$ cat config.mk
export PLATFORM = sky130hd
export DESIGN_NAME = speed_stepper_fsm
export DESIGN_NICKNAME = d
export VERILOG_FILES = /design/src/rtl/speed_stepper_pkg.sv /design/src/rtl/speed_stepper_fsm_step_edge_sync.sv /design/src/rtl/speed_stepper_fsm.sv
export SDC_FILE = /design/constraint.sdc
export NUM_CORES = 1
export LEC_CHECK = 0
export BUFFER_PORTS_ARGS = -buffer_cell sky130_fd_sc_hd__buf_2
export CORE_MARGIN = 4
export CORE_UTILIZATION = 35
export CTS_BUF_LIST = sky130_fd_sc_hd__clkbuf_16
export CTS_CLUSTER_SIZE = 16
export DETAILED_ROUTE_END_ITERATION = 8
export PLACE_DENSITY = 0.54
export SLEW_MARGIN = 0
export SYNTH_ARGS = -nofsm -noshare
export SYNTH_HDL_FRONTEND = slang
export SYNTH_SLANG_ARGS = --single-unit
$ cat constraint.sdc
create_clock -name clk -period 2.04 [get_ports clk]
set_clock_uncertainty 0.05 [all_clocks]
set_input_delay 0.102 -clock clk [delete_from_list [all_inputs] [get_ports clk]]
set_output_delay 0.102 -clock clk [all_outputs]
set_load 0.02 [all_outputs]
$ cat src/rtl/speed_stepper_pkg.sv
// Shared types and coil-pattern tables for the stepper phase sequencer.
// Phase states are encoded 0..7 so the low three bits index the pattern table directly.
package speed_stepper_pkg;

  typedef enum logic [3:0] {
    ST_PH0  = 4'd0,
    ST_PH1  = 4'd1,
    ST_PH2  = 4'd2,
    ST_PH3  = 4'd3,
    ST_PH4  = 4'd4,
    ST_PH5  = 4'd5,
    ST_PH6  = 4'd6,
    ST_PH7  = 4'd7,
    ST_IDLE = 4'd8
  } state_e;

  localparam logic [3:0] COIL_IDLE = 4'b0000;

  // Half-step sequence as {sem3,sem2,sem1,sem0}; the wave-drive patterns are its even entries.
  localparam logic [3:0] COIL_TABLE [0:7] = '{
    4'b0001, 4'b0011, 4'b0010, 4'b0110,
    4'b0100, 4'b1100, 4'b1000, 4'b1001
  };

  function automatic logic [3:0] coil_pattern(input state_e s, input logic half);
    logic [3:0] sv;
    sv = s;
    if (s == ST_IDLE) return COIL_IDLE;
    if (half) return COIL_TABLE[sv[2:0]];
    return COIL_TABLE[{sv[1:0], 1'b0}];
  endfunction

endpackage

$ cat src/rtl/speed_stepper_fsm_step_edge_sync.sv
// Brings the asynchronous step clock into the clk domain and emits a one-cycle pulse per rising edge.
// Flops reset to all-ones so a step clock held high across reset release never produces a step.
module step_edge_sync #(
  parameter int SYNC_STAGES = 2
) (
  input  logic clk,
  input  logic rst,
  input  logic step_clk_i,
  output logic step_pulse_o
);

  logic [SYNC_STAGES-1:0] sync_q;
  logic                   delay_q;

  always_ff @(posedge clk) begin
    if (rst) begin
      sync_q  <= '1;
      delay_q <= 1'b1;
    end else begin
      sync_q  <= {sync_q[SYNC_STAGES-2:0], step_clk_i};
      delay_q <= sync_q[SYNC_STAGES-1];
    end
  end

  assign step_pulse_o = sync_q[SYNC_STAGES-1] & ~delay_q;

endmodule

$ cat src/rtl/speed_stepper_fsm.sv
// Unipolar stepper phase sequencer: each synchronised step_clk rise moves one phase in the chosen direction.
// Coil enables are registered alongside the state so they never glitch.
module speed_stepper_fsm
  import speed_stepper_pkg::*;
#(
  parameter int HALF_STEP   = 0,
  parameter int SYNC_STAGES = 2
) (
  input  logic clk,
  input  logic rst,
  input  logic step_clk,
  input  logic direction,
  output logic sem0,
  output logic sem1,
  output logic sem2,
  output logic sem3
);

  localparam logic       HALF       = (HALF_STEP != 0);
  localparam logic [2:0] LAST_PHASE = HALF ? 3'd7 : 3'd3;

  logic       step_pulse;
  state_e     state_q, state_d;
  logic [3:0] coil_q;
  logic [3:0] coil_d;
  logic [2:0] idx;
  logic [2:0] idx_nxt;

  step_edge_sync #(
    .SYNC_STAGES (SYNC_STAGES)
  ) u_sync (
    .clk          (clk),
    .rst          (rst),
    .step_clk_i   (step_clk),
    .step_pulse_o (step_pulse)
  );

  always_comb begin
    logic [3:0] sv;
    sv      = state_q;
    idx     = sv[2:0];
    idx_nxt = idx;
    state_d = state_q;
    if (step_pulse) begin
      if (state_q == ST_IDLE) begin
        state_d = ST_PH0;
      end else begin
        if (!direction) idx_nxt = (idx == LAST_PHASE) ? 3'd0 : idx + 3'd1;
        else            idx_nxt = (idx == 3'd0) ? LAST_PHASE : idx - 3'd1;
        state_d = state_e'({1'b0, idx_nxt});
      end
    end
    coil_d = coil_pattern(state_d, HALF);
  end

  always_ff @(posedge clk) begin
    if (rst) begin
      state_q <= ST_IDLE;
      coil_q  <= COIL_IDLE;
    end else begin
      state_q <= state_d;
      coil_q  <= coil_d;
    end
  end

  assign {sem3, sem2, sem1, sem0} = coil_q;

endmodule

# == Word-level counts from Yosys, hierarchy flattened ==
# Memory sizes are Yosys's and may differ from the RTL's.
# Cells that the tools add are included.
# op_classes
addsub,2
magnitude_cmp,1
eq_ne,3
n_mux,10
bitwise_logic,3
reduce_logical,1
# ops
cell,count
$mux 4,5
$mux 3,4
$eq 4x4->1 const B,2
$ge 4x4->1 const B,1
$not 3->4,1
$add 3x1->3 const B,1
$eq 3x2->1 const B,1
$logic_not 3->1,1
$sub 3x1->3 const B,1
$and 1x1->1,1
$mux 1,1
$not 1->1,1
# word_totals
reg_bits,11
romBits,32
inputBits,4
elab_cells,25
n_memories,1
# mem_list
memory,words,width,read_ports,rd_clocked_by_memory_dff,write_ports,line,rtl
(no name shown),8,4,1,0,0,speed_stepper_pkg.sv:30,"return COIL_TABLE[{sv[1:0], 1'b0}];"

# == Longest topological paths before layout ==
# depth
word_depth,10
mapped_depth,6
mapped_depth_nobuf,6

# == Cells and area by module ==
# From an unflattened synthesis, not the netlist that was laid out.
# unflattened
cells_unflattened,46
hier_area_um2,450.4
# modules_own_cells
mod,instances,cells_each,area_per_inst_um2,seq_area_each_um2
speed_stepper_fsm,1,39,365.4,160.2
step_edge_sync,1,7,85.1,60.1

# == Least setup slack after synthesis ==
# OpenSTA, ideal clock, no wires.
# synth_timing
path_kind,register -> register
startpoint,register state_q[0]
endpoint,register coil_q[0]
setup_time_ns,0.132
arrival_time_ns,1.259
path_slack_ns,0.599
stages_incl_launch_ff,7
path_buffers,0
period_less_slack_ns,1.441
cell_sequence,dfxtp_1 inv_1 ha_1 xnor2_1 a21oi_2 nand2b_1 o32ai_1
# synth_via
elab_chain_cells,10
elab_cells_between_ends,17
cone_classes,add/sub (2); eq/ne (3); mux (9); bitwise (1); reduce/logical (1); memory (1)
# synth_lines
item,line,rtl
start: declaration,speed_stepper_fsm.sv:23,"state_e state_q, state_d;"
start signal: assignment,speed_stepper_fsm.sv:61,state_q <= state_d;
$add 3x1->3 (tied with other cells),speed_stepper_fsm.sv:48,if (!direction) idx_nxt = (idx == LAST_PHASE) ? 3'd0 : idx + 3'd1;
$mux 3 (on tied branches),"speed_stepper_fsm.sv:48, speed_stepper_fsm.sv:49",
$mux 3,speed_stepper_fsm.sv:48,
$mux 3,speed_stepper_fsm.sv:45,if (state_q == ST_IDLE) begin
$mux 4 (*),speed_stepper_fsm.sv:44,if (step_pulse) begin
$not 3->4 (not written as such),speed_stepper_pkg.sv:30,
$mem_v2 8x4,--,
$mux 4 (not written as such) (2 in series),speed_stepper_pkg.sv:30,
$mux 4 (*),speed_stepper_pkg.sv:29,if (half) return COIL_TABLE[sv[2:0]];
end signal: assignment,speed_stepper_fsm.sv:62,coil_q <= coil_d;
end: declaration,speed_stepper_fsm.sv:24,logic [3:0] coil_q;
# Mark *: on every way between the ends. The rest lies on a longest branch, timed or not. The select of a mux whose other input is x is not followed.
# A chain may end at the register's enable or synchronous reset.

# == Final worst setup path ==
# layout_timing
startpoint,register state_q[0]
endpoint,register coil_q[1]
# Same word-level chain as after synthesis.

==> impl_metrics.prom <==
# TYPE chip_impl_metric gauge
chip_impl_metric{name="timing_max_transition_violations_final",unit=""} 0
chip_impl_metric{name="finalWirelength",unit="um"} 934
chip_impl_metric{name="dp_hpwl",unit="um"} 689
chip_impl_metric{name="post_synth_inst_count",unit=""} 54
chip_impl_info{name="status",value="completed"} 1
chip_impl_info{name="synth_area_leader_cell",value="sky130_fd_sc_hd__dfxtp_1"} 1
chip_impl_info{name="clk_root_buffer_cell",value="sky130_fd_sc_hd__clkbuf_16"} 1
chip_impl_info{name="worst_path_max_delay_cell",value="sky130_fd_sc_hd__dfxtp_1"} 1
chip_impl_metric{name="antenna_cells_inserted",unit=""} 0
chip_impl_metric{name="mappedNetlistArea",unit="um2"} 509
chip_impl_metric{name="worst_skew_pair.late_latency",unit="ps"} 240
chip_impl_metric{name="synth.yosys.seq_area_share",unit="%"} 43.2
chip_impl_metric{name="clock_sink_count",unit=""} 11
chip_impl_metric{name="cap_violations",unit=""} 0
chip_impl_metric{name="fin_total_pwr",unit="uW"} 606
chip_impl_metric{name="synth_enable_flop_cells",unit=""} 0
chip_impl_metric{name="powerDensity",unit="nW/um2"} 935
chip_impl_metric{name="p_leak",unit="uW"} 0.000273
chip_impl_metric{name="timing.hold.worst_path_depth",unit=""} 2
chip_impl_metric{name="ant_nets",unit=""} 0
chip_impl_metric{name="placed_cell_count",unit=""} 75
chip_impl_metric{name="dieHeight",unit="um"} 46.1
chip_impl_metric{name="grt_usage",unit="%"} 10.7
chip_impl_metric{name="path_buf_inv",unit=""} 1
chip_impl_info{name="crit_path_cell_trace",value="inv_1 -> ha_1 -> xnor2_1 -> a21oi_2 -> nand2b_1 -> o22ai_1"} 1
chip_impl_metric{name="drc",unit=""} 0
chip_impl_info{name="final_common_cell",value="sky130_fd_sc_hd__dfxtp_1"} 1
chip_impl_metric{name="row_count",unit=""} 13
chip_impl_metric{name="async_reset_ff_share",unit="%"} 0
chip_impl_metric{name="synth_seq_cells",unit=""} 11
chip_impl_metric{name="final.period_utilization",unit="%"} 77.7
chip_impl_metric{name="cts-root-to-sink-buffers",unit=""} 2
chip_impl_metric{name="cp_max_fo",unit=""} 6
chip_impl_metric{name="worst-r2r-cell-count",unit=""} 6
chip_impl_metric{name="place_congestion",unit=""} 0.694
chip_impl_metric{name="drt-wirelength-per-cell",unit="um"} 11.7
chip_impl_metric{name="viasPerCell",unit=""} 4.95
chip_impl_metric{name="timing_hold_violations_final",unit=""} 0
chip_impl_metric{name="io_buffer_count",unit=""} 7
chip_impl_metric{name="synth.top_cell.area_share",unit="%"} 43.2
chip_impl_info{name="timing.critical_path.max_delay_family",value="flip-flops"} 1
chip_impl_metric{name="drtPass1Iterations",unit=""} 2
chip_impl_metric{name="grt_first_pass_wirelength",unit="um"} 1480
chip_impl_metric{name="cts_inserted_buffers",unit=""} 3
chip_impl_info{name="grt_setup_unrepaired",value="false"} 1
chip_impl_metric{name="timing.final.setup_violations",unit=""} 0
chip_impl_metric{name="post-cts-setup-buffers",unit=""} 0
chip_impl_info{name="path_class",value="reg2reg"} 1
chip_impl_metric{name="period_needed",unit="ps"} 1590
chip_impl_metric{name="grt-ovfl-total",unit=""} 0
chip_impl_info{name="rr_endpoint",value="coil_q[1]"} 1
chip_impl_metric{name="internal-power",unit="uW"} 492
chip_impl_metric{name="dieArea",unit="um2"} 2130
chip_impl_info{name="startpoint_type",value="flop"} 1
chip_impl_metric{name="achievable-frequency",unit="MHz"} 631
chip_impl_metric{name="yosysWarningCount",unit=""} 0
chip_impl_metric{name="start_util",unit="%"} 38.2
chip_impl_metric{name="power.clock.fraction",unit="%"} 57.9
chip_impl_metric{name="grt_antenna_before_repair",unit=""} 0
chip_impl_metric{name="timing.critical_path.required",unit="ps"} 2100
chip_impl_metric{name="io_pins",unit=""} 8
chip_impl_metric{name="p_comb_share",unit="%"} 5.2
chip_impl_metric{name="timing_worst_slew_pin_value",unit="ps"} 294
chip_impl_metric{name="relative_slew_margins",unit="%"} 80.3
chip_impl_info{name="hold_path.startpoint",value="rst"} 1
chip_impl_metric{name="core_area",unit="um2"} 1330
chip_impl_metric{name="floorplan.die.width",unit="um"} 46.1
chip_impl_metric{name="synth_nets",unit=""} 61
chip_impl_metric{name="power_frac_seq",unit="%"} 36.9
chip_impl_metric{name="htreeDepth",unit=""} 1
chip_impl_info{name="hp-class",value="in2reg"} 1
chip_impl_metric{name="ff2ff_setup_slack",unit="ps"} 450
chip_impl_info{name="worstSetupEndpointType",value="flop"} 1
chip_impl_metric{name="fraction_of_power_spent_switching_nets",unit="%"} 18.8
chip_impl_info{name="postSynth.topFlopCell",value="sky130_fd_sc_hd__dfxtp_1"} 1
chip_impl_metric{name="fin_hold_ws",unit="ps"} 132
chip_impl_metric{name="dr_total_vias",unit=""} 396
chip_impl_metric{name="signal_arrival_time_at_the_worst_endpoint",unit="ps"} 1650
chip_impl_metric{name="unique_masters_post_synth",unit=""} 24
chip_impl_metric{name="worst_path_largest_cell_delay",unit="ps"} 430
chip_impl_metric{name="final_net_count",unit=""} 73
chip_impl_metric{name="switching_power",unit="uW"} 114
chip_impl_metric{name="number_of_global_route_vias_before_repair",unit=""} 349
chip_impl_metric{name="finalNonFillerCells",unit=""} 80
chip_impl_metric{name="maximum_number_of_pins_on_one_net_before_global_route_repair",unit=""} 13
chip_impl_metric{name="fin_setup_tns",unit="ps"} 0
chip_impl_info{name="min_delay_worst_endpoint",value="coil_q[2]"} 1
chip_impl_metric{name="vdd.ir_drop.worst",unit="V"} 0.000574
chip_impl_info{name="most_used_cells_in_the_layout_excluding_fill_and_tap_cells",value="sky130_fd_sc_hd__dfxtp_1, sky130_fd_sc_hd__buf_2, sky130_fd_sc_hd__nand3_1"} 1
chip_impl_metric{name="clk_transition_reported_paths",unit="ps"} 40
chip_impl_info{name="synth_top_cells_by_area",value="sky130_fd_sc_hd__dfxtp_1, sky130_fd_sc_hd__ha_1, sky130_fd_sc_hd__a21oi_2"} 1
chip_impl_info{name="worst_r2r_startpoint",value="state_q[0]"} 1
chip_impl_metric{name="drive_above_1_share",unit="%"} 30.8
chip_impl_metric{name="drt_first_iter_violations",unit=""} 5
chip_impl_info{name="tritoncts_clock_tree",value="built"} 1
chip_impl_metric{name="synthToLayoutAreaGrowth",unit="%"} 27.3
chip_impl_metric{name="avgSynthCellArea",unit="um2"} 9.43
==> layout make-up <==
| class | count | area, um2 |
|---|---|---|
| Clock inverter | 1 | 3.75 |
| Inverter | 2 | 7.51 |
| Timing Repair Buffer | 8 | 45.0 |
| Fill cell | 129 | 686 |
| Sequential cell | 11 | 220 |
| Clock buffer | 3 | 75.1 |
| Tap cell | 15 | 18.8 |
| Multi-Input combinational cell | 40 | 278 |
==> worst max-delay path by stage <==
stage	end	startpoint	slack, ps	cells after the start
6_report	coil_q[1]	state_q[0]	450	6
2_1_floorplan	coil_q[0]	state_q[0]	600	6
3_5_place_dp	coil_q[1]	state_q[0]	470	6
5_1_grt	coil_q[1]	state_q[0]	360	6
3_3_place_gp	coil_q[1]	state_q[0]	470	6
4_1_cts	coil_q[1]	state_q[0]	460	6
==> worst reg2reg max path, stage by stage (launching register included) <==
cell                       delay (ps)
sky130_fd_sc_hd__dfxtp_1          430
sky130_fd_sc_hd__inv_1            140
sky130_fd_sc_hd__ha_1             320
sky130_fd_sc_hd__xnor2_1          140
sky130_fd_sc_hd__a21oi_2          150
sky130_fd_sc_hd__nand2b_1         150
sky130_fd_sc_hd__o22ai_1           90
==> metal layers <==
| layer | vias up | global-route usage, % | share of wire [%] |
|---|---|---|---|
| met1 | 174 | 11.7 | 48 |
| met5 | - | 0 | 0 |
| met3 | 5 | 5.86 | 4.8 |
| li1 | 211 | - | - |
| met4 | 0 | 8.52 | 2.8 |
| met2 | 6 | 15.1 | 45 |
==> synth_stat cells (all sizes together), types with 2 or more instances <==
| library cell | number |
|---|---|
| or2 | 3 |
| a31oi | 2 |
| inv | 2 |
| nand3 | 5 |
| nand2b | 4 |
| o22ai | 3 |
| nor2b | 2 |
| ha | 3 |
| a21oi | 4 |
| a21o | 2 |
| dfxtp | 11 |
| nand2 | 3 |
| nor2 | 4 |
==> state kept, by name, indices dropped and copies added, names as in the netlist <==
name,cells
coil_q,4
state_q,4
u_sync.delay_q,1
u_sync.sync_q,2
==> power by group through the flow <==
stage | Clock, uW | Combinational (uW) | Sequential [uW]
finish | 351 | 31.8 | 223
global placement | 0 | 30.7 | 227
global route | 371 | 35.2 | 224
CTS | 360 | 32.3 | 223
detailed placement | 0 | 30.7 | 227
floorplan | 0 | 20.3 | 228
==> per-stage QoR <==
step           cell area [um2]  setup WS [ps]  util [%]
5_1_grt                    648            362      48.6
4_1_cts                    648            459      48.6
2_1_floorplan              509            599         -
6_report                   648            454      48.6
3_5_place_dp               559            470      41.9
3_3_place_gp               559            469      41.9
==> cell families (layout without fill, tap and decap cells) <==
group	after synthesis	after routing	share of synthesized area, %
buf+inv	3	14	2.21
simple gates	22	22	24.6
fa+ha+maj	3	3	7.37
compound gates	14	14	20.9
xor+xnor	1	1	1.72
flops	11	11	43.2
==> repair_timing <==
action,4_1_cts,5_1_grt
setup endpoints to repair,0,0
resized for setup,0,0
hold buffers,1,0
hold endpoints to repair,1,0
Power figures use the tool's default switching activity.
